### src/rtl/hdmi_config_sequencer_pkg.sv
// Shared definitions for the HDMI transmitter configuration sequencer:
// state encoding, table end marker, retry gap and the register tables.
package hdmi_config_sequencer_pkg;

  typedef enum logic [2:0] {
    IDLE,
    PWR_WAIT,
    FETCH,
    ISSUE,
    WAIT_DONE,
    RETRY,
    DONE,
    ERROR
  } state_t;

  localparam logic [15:0] END_MARKER = 16'hFFFF;
  localparam int RETRY_GAP = 16;

  // Table 0 is the transmitter bring-up set; 1 and 2 are short bring-up/bypass tables.
  function automatic logic [15:0] rom_entry(input int table_sel, input logic [7:0] idx);
    logic [15:0] e;
    e = END_MARKER;
    if (table_sel == 1) begin
      case (idx)
        8'd0: e = 16'h4110;
        8'd1: e = 16'h9803;
        8'd2: e = 16'hAF06;
        default: e = END_MARKER;
      endcase
    end else if (table_sel == 0) begin
      case (idx)
        8'd0:  e = 16'h4110;
        8'd1:  e = 16'h9803;
        8'd2:  e = 16'h9AE0;
        8'd3:  e = 16'h9C30;
        8'd4:  e = 16'h9D61;
        8'd5:  e = 16'hA2A4;
        8'd6:  e = 16'hA3A4;
        8'd7:  e = 16'hE0D0;
        8'd8:  e = 16'hF900;
        8'd9:  e = 16'h1500;
        8'd10: e = 16'h1630;
        8'd11: e = 16'hAF06;
        default: e = END_MARKER;
      endcase
    end
    return e;
  endfunction

endpackage

### src/rtl/hdmi_config_rom.sv
// Synchronous configuration ROM: {register, data} per index, one-cycle read latency.
module hdmi_config_rom
  import hdmi_config_sequencer_pkg::*;
#(
  parameter int TABLE_SEL = 0
) (
  input  logic        clk,
  input  logic [7:0]  addr,
  output logic [15:0] q
);

  always_ff @(posedge clk) begin
    q <= rom_entry(TABLE_SEL, addr);
  end

endmodule

### src/rtl/hdmi_config_sequencer.sv
// Walks the configuration ROM and issues one I2C register write per entry,
// retrying on NACK/timeout and restarting on configStart or hot-plug.
module hdmi_config_sequencer
  import hdmi_config_sequencer_pkg::*;
#(
  parameter logic [7:0] SLAVE_ADDR   = 8'h72,
  parameter int         NUM_ENTRIES  = 32,
  parameter int         MAX_RETRIES  = 3,
  parameter int         POWERUP_WAIT = 40000,
  parameter int         TIMEOUT      = 1024,
  parameter int         TABLE_SEL    = 0
) (
  input  logic       clockIn,
  input  logic       reset,
  input  logic       configStart,
  input  logic       hpd,
  output logic       i2cStart,
  output logic [7:0] slaveAddress,
  output logic [7:0] dataAddress,
  output logic [7:0] data,
  input  logic       i2cDone,
  input  logic       i2cAck,
  output logic       configDone,
  output logic       configError,
  output logic [7:0] errorIndex
);

  localparam logic [7:0]  LAST_IDX = 8'(NUM_ENTRIES - 1);
  localparam logic [7:0]  RETRY_MAX = 8'(MAX_RETRIES);
  localparam logic [31:0] PWR_LAST = 32'(POWERUP_WAIT - 1);
  localparam logic [31:0] TO_LAST = 32'(TIMEOUT - 1);
  localparam logic [31:0] GAP_LAST = 32'(RETRY_GAP - 1);

  state_t      state;
  logic [7:0]  entry_idx;
  logic [7:0]  retries;
  logic [31:0] wait_cnt;
  logic        fetch_ready;
  logic        hpd_lost;
  logic [15:0] rom_q;
  logic        hpd_meta, hpd_sync, hpd_prev, start_prev;
  logic        hpd_rise, hpd_fall, trigger, hpd_gone;

  hdmi_config_rom #(.TABLE_SEL(TABLE_SEL)) u_rom (
    .clk  (clockIn),
    .addr (entry_idx),
    .q    (rom_q)
  );

  assign slaveAddress = SLAVE_ADDR;
  assign hpd_rise = hpd_sync & ~hpd_prev;
  assign hpd_fall = ~hpd_sync & hpd_prev;
  // An hpd fall in the same cycle as any trigger always wins.
  assign trigger  = (hpd_rise | (configStart & ~start_prev)) & ~hpd_fall;
  assign hpd_gone = hpd_lost | hpd_fall;

  always_ff @(posedge clockIn or posedge reset) begin
    if (reset) begin
      hpd_meta   <= 1'b0;
      hpd_sync   <= 1'b0;
      hpd_prev   <= 1'b0;
      start_prev <= 1'b0;
    end else begin
      hpd_meta   <= hpd;
      hpd_sync   <= hpd_meta;
      hpd_prev   <= hpd_sync;
      start_prev <= configStart;
    end
  end

  always_ff @(posedge clockIn or posedge reset) begin
    if (reset) begin
      state       <= IDLE;
      entry_idx   <= 8'h00;
      retries     <= 8'h00;
      wait_cnt    <= 32'd0;
      fetch_ready <= 1'b0;
      hpd_lost    <= 1'b0;
      i2cStart    <= 1'b0;
      dataAddress <= 8'h00;
      data        <= 8'h00;
      configDone  <= 1'b0;
      configError <= 1'b0;
      errorIndex  <= 8'h00;
    end else begin
      i2cStart <= 1'b0;
      case (state)
        IDLE, DONE, ERROR: begin
          if (trigger) begin
            state       <= PWR_WAIT;
            entry_idx   <= 8'h00;
            retries     <= 8'h00;
            wait_cnt    <= 32'd0;
            hpd_lost    <= 1'b0;
            configDone  <= 1'b0;
            configError <= 1'b0;
          end
        end
        PWR_WAIT: begin
          if (hpd_fall) begin
            state <= IDLE;
          end else if (wait_cnt == PWR_LAST) begin
            state       <= FETCH;
            fetch_ready <= 1'b0;
          end else begin
            wait_cnt <= wait_cnt + 32'd1;
          end
        end
        FETCH: begin
          if (hpd_fall) begin
            state <= IDLE;
          end else if (!fetch_ready) begin
            fetch_ready <= 1'b1;
          end else if (rom_q == END_MARKER) begin
            state      <= DONE;
            configDone <= 1'b1;
          end else begin
            dataAddress <= rom_q[15:8];
            data        <= rom_q[7:0];
            i2cStart    <= 1'b1;
            state       <= ISSUE;
          end
        end
        ISSUE: begin
          if (hpd_fall) hpd_lost <= 1'b1;
          wait_cnt <= 32'd0;
          state    <= WAIT_DONE;
        end
        // The bus transfer always completes; an hpd loss is acted on afterwards.
        WAIT_DONE: begin
          if (i2cDone || wait_cnt == TO_LAST) begin
            wait_cnt <= 32'd0;
            if (hpd_gone) begin
              state <= IDLE;
            end else if (i2cDone && i2cAck) begin
              retries <= 8'h00;
              if (entry_idx == LAST_IDX) begin
                state      <= DONE;
                configDone <= 1'b1;
              end else begin
                entry_idx   <= entry_idx + 8'h01;
                fetch_ready <= 1'b0;
                state       <= FETCH;
              end
            end else begin
              state <= RETRY;
            end
          end else begin
            wait_cnt <= wait_cnt + 32'd1;
            if (hpd_fall) hpd_lost <= 1'b1;
          end
        end
        RETRY: begin
          if (hpd_fall) begin
            state <= IDLE;
          end else if (retries >= RETRY_MAX) begin
            errorIndex  <= entry_idx;
            configError <= 1'b1;
            state       <= ERROR;
          end else if (wait_cnt == GAP_LAST) begin
            retries  <= retries + 8'h01;
            wait_cnt <= 32'd0;
            i2cStart <= 1'b1;
            state    <= ISSUE;
          end else begin
            wait_cnt <= wait_cnt + 32'd1;
          end
        end
        default: state <= IDLE;
      endcase
    end
  end

endmodule

### config.mk
export PLATFORM = sky130hd
export DESIGN_NAME = hdmi_config_sequencer
export DESIGN_NICKNAME = d
export VERILOG_FILES = /design/src/rtl/hdmi_config_sequencer_pkg.sv /design/src/rtl/hdmi_config_rom.sv /design/src/rtl/hdmi_config_sequencer.sv
export SDC_FILE = /design/constraint.sdc
export NUM_CORES = 1
export LEC_CHECK = 0
export BUFFER_PORTS_ARGS = -buffer_cell sky130_fd_sc_hd__buf_2
export CAP_MARGIN = 0
export CORE_MARGIN = 2
export CORE_UTILIZATION = 55
export CTS_BUF_LIST = sky130_fd_sc_hd__clkbuf_2 sky130_fd_sc_hd__clkbuf_4 sky130_fd_sc_hd__clkbuf_8
export CTS_CLUSTER_DIAMETER = 80
export DETAILED_ROUTE_END_ITERATION = 8
export PLACE_DENSITY_LB_ADDON = 0.12
export RECOVER_POWER = 50
export REMOVE_ABC_BUFFERS = 1
export SLEW_MARGIN = 20
export SYNTH_ARGS = -nofsm -noshare
export SYNTH_HDL_FRONTEND = slang
export SYNTH_SLANG_ARGS = --single-unit
### constraint.sdc
create_clock -name clockIn -period 6.07 [get_ports clockIn]
set_input_delay 1.214 -clock clockIn [delete_from_list [all_inputs] [get_ports clockIn]]
set_output_delay 1.214 -clock clockIn [all_outputs]
set_load 0.02 [all_outputs]
==> flow_summary.ini <==
[clock_tree]
cts_root_buffer = clkbuf_8
clkTransAtPathRegs_ps = 100
cts_tree = done
clock-sinks = 100
clkLatencyLatePin_ps = 390
tritoncts.num_buffers = 9
hold_buffers = 0
htree_levels = 3
max-clock-path-buffers = 2
post_cts_sizing = 0
post_cts.repair.setup_buffers = 0

[grt]
overflow = 0
number_of_antenna_violations_at_the_first_check_in_global_routing = 0
grt_util_met1 = 0.327
grt_start_max_net_pins = 67
vias_in_the_first_global_route = 4373
top_usage_layer = met2
globalRouteTotalUtil = 0.242
globalRouteMet2Util = 0.398
grt_first_pass_wirelength_mm = 21.5
met3_usage = 0.0370

[floorplanning]
total_i_o_pin_count = 41
floorplan.die_area_um2 = 10900
dieHeight_um = 104
fp.dieW_um = 104
start_util = 0.565
placementRows = 36
core_area_um2 = 9770

[finish]
sequential_area_um2 = 2420
area_of_combinational_cells_with_multiple_inputs_um2 = 2830
area.growth.synth_to_final_pct = 6.16
antenna_cells = 0
fin_nets = 608
num-fill-cells = 882
share_of_post_route_cells_with_drive_strength_above_1 = 0.177

[power_and_ir_drop]
intPower_mw = 1.25
clock_power_share = 0.207
power.switching_uw = 892
comb_power_share = 0.388
finalPower_mw = 2.14
seqPwrFrac = 0.405
power.density_nw_per_um2 = 365
worst_ir_drop_vdd_uv = 183
leakage_nw = 2.55
netSwitchingFraction = 0.417

[flow_run]
max-cap-violations = 1

[timing]
finalSetupTns_ps = 0
setup_slack_ps = 2530
final.setup_skew_ps = 10.7
max_transition_viols_final = 16
layout_min_cycle_time_ps = 3540
timing.slew.headroom = -0.245
worstMarginPinSlew_ps = 1850
min_period_over_period = 0.583
rsz_0062_raised_after_global_routing = no
achievable-frequency_ghz = 0.283
finalHoldViolations = 0
setup_viol = 0

[route]
detailroute.via_count = 4557
drt_iter0_markers = 323
wire_per_inst_um = 17.1
drtAntennaViolNets = 0
wire_length_after_detailed_routing_mm = 12.5
avgViaCountPerCell = 6.23
drt-pass1-iter-count = 5
drt_drc_violations_left = 0

[synth]
synth_warnings = 0
netlist.top_cell.by_area = dfrtp_1
syn-cell-area_um2 = 5530
synthDominantCellAreaShare = 0.380
synth.lib_cells_used.distinct = 70
mean_instance_size_in_the_synthesized_netlist_um2 = 9.49
synth-seq-cells = 100
synth-edff-count = 0
yosysSeqAreaShare = 0.438
netlist_instances = 582
synth.area.top_cells = dfrtp_1 38%, dfxtp_1 5.8%, mux2_2 4.9%, nand2_1 3.3%, o31ai_1 3.3%
yosys_most_used_dff = dfrtp_1
ys_async_sr_fraction = 0.840

[placed_design]
hpwl_mm = 8.73
numPortBuffers = 32
gp_routability_congestion = 0.924
dpl_worst_slack_ps = 2180

[worst_setup_path]
worst-setup-path-type = reg -> reg
worst-endpoint-arrival_ps = 3820
path_max_fanout = 21
worst_setup_path_start_kind = flop
cp-end-kind = flop
timing.critical_path.required_ps = 6350

[outcome]
failed_checks = max-capacitance violations, max-slew violations
outcome = complete, but fails checks

[worst_hold_path]
timing.hold.worst.class = reg -> reg
## worst max-delay path, cell delays in order, from the launching register on
cell	delay, ps
dfrtp_1	720
inv_1	270
nor2_1	180
o21ai_1	70
buf_4	230
nor2_2	670
nand2b_1	740
o41ai_1	550
## layer usage
layer / share of wire / vias up
met5: 0 / -
met4: 0.013 / 0
met3: 0.052 / 16
met2: 0.49 / 144
met1: 0.44 / 2226
li1: - / 2171
## Yosys cell counts, drive strengths merged, types with 5 or more instances
cell,number
a21o,6
nor4,12
o31ai,25
nor4b,5
ha,9
o21ai,43
o41ai,7
clkbuf,18
dfxtp,16
and3,5
and4,6
a21oi,14
and2,8
dfrtp,84
a211o,8
a211oi,6
mux2,24
o21a,7
inv,14
buf,24
nor3,27
nand2b,9
nand4,19
a22o,8
nand2,49
nor2,40
nand3,32
nor2b,8
## cell usage in the layout, fill, tap and decap left out, types with 5 or more instances in the layout
| cell type | instances |
|---|---|
| a211o_1 | 8 |
| a211oi_1 | 5 |
| a21o_1 | 6 |
| a21oi_1 | 13 |
| a22o_1 | 8 |
| and2_1 | 8 |
| and3_1 | 5 |
| and4_1 | 5 |
| buf_2 | 32 |
| clkbuf_8 | 9 |
| conb_1 | 8 |
| dfrtp_1 | 84 |
| dfxtp_1 | 16 |
| ha_1 | 9 |
| inv_1 | 13 |
| mux2_2 | 24 |
| nand2_1 | 49 |
| nand2b_1 | 9 |
| nand3_1 | 32 |
| nand4_1 | 17 |
| nor2_1 | 38 |
| nor2b_1 | 8 |
| nor3_1 | 25 |
| nor4_1 | 11 |
| nor4b_1 | 5 |
| o21a_1 | 7 |
| o21ai_0 | 28 |
| o21ai_1 | 8 |
| o21ai_2 | 7 |
| o31ai_1 | 24 |
| o41ai_1 | 7 |
## registers in the layout, indices dropped and copies added (netlist names), 3 cells and up
name / flops
dataAddress: 8
retries: 8
u_rom.q: 16
entry_idx: 8
errorIndex: 8
wait_cnt: 32
data: 8
state: 3
## power by group through the flow
| stage | Combinational, mW | Sequential (mW) | Clock (mW) |
|---|---|---|---|
| floorplan | 0.573 | 0.884 | 0 |
| global placement | 0.812 | 0.874 | 0 |
| detailed placement | 0.824 | 0.879 | 0 |
| CTS | 0.828 | 0.866 | 0.452 |
| global route | 0.918 | 0.884 | 0.481 |
| finish | 0.830 | 0.868 | 0.442 |
## cell families (layout without fill, tap and decap cells)
logic type | Yosys count | in the layout | share of synthesized area
buffers and inverters | 57 | 67 | 0.0548
AOI/OAI and AO/OA | 150 | 150 | 0.197
and+or+nand+nor | 235 | 235 | 0.230
adders and majority gates | 9 | 9 | 0.0204
xor gates and xnor gates | 1 | 1 | 0.00159
muxes | 28 | 28 | 0.0562
other | 2 | 8 | 0.00136
DFF | 100 | 100 | 0.438
## worst paths after layout
path | slack (ps) | cells past startpoint | end | from
setup / recovery | 2530 | 7 | wait_cnt[23] | state[2]
hold / removal | 360 | 0 | hpd_sync | hpd_meta
setup reg to reg | 2530 | 7 | wait_cnt[23] | state[2]
hold reg to reg | 360 | 0 | hpd_sync | hpd_meta
max in group asynchronous | 3830 | 3 | wait_cnt[6] | reset
min in group asynchronous | 930 | 2 | wait_cnt[12] | reset
## stage by stage
step	hold slack, ps	cells	util	area, um^2
3_5_place_dp	350	715	0.580	5670
3_3_place_gp	334	715	0.580	5670
4_1_cts	371	731	0.600	5870
5_1_grt	383	731	0.600	5870
2_1_floorplan	331	546	-	5300
6_report	364	731	0.600	5870
## area by class of cell
| class | instances | share of cell area |
|---|---|---|
| Clock inverter | 6 | 0.0124 |
| Multi-Input combinational cell | 431 | 0.482 |
| Clock buffer | 10 | 0.0224 |
| Timing Repair Buffer | 36 | 0.0324 |
| Inverter | 15 | 0.00981 |
| Tap cell | 133 | 0.0284 |
| Sequential cell | 100 | 0.413 |
No activity file was read; power rests on OpenSTA's default activity.
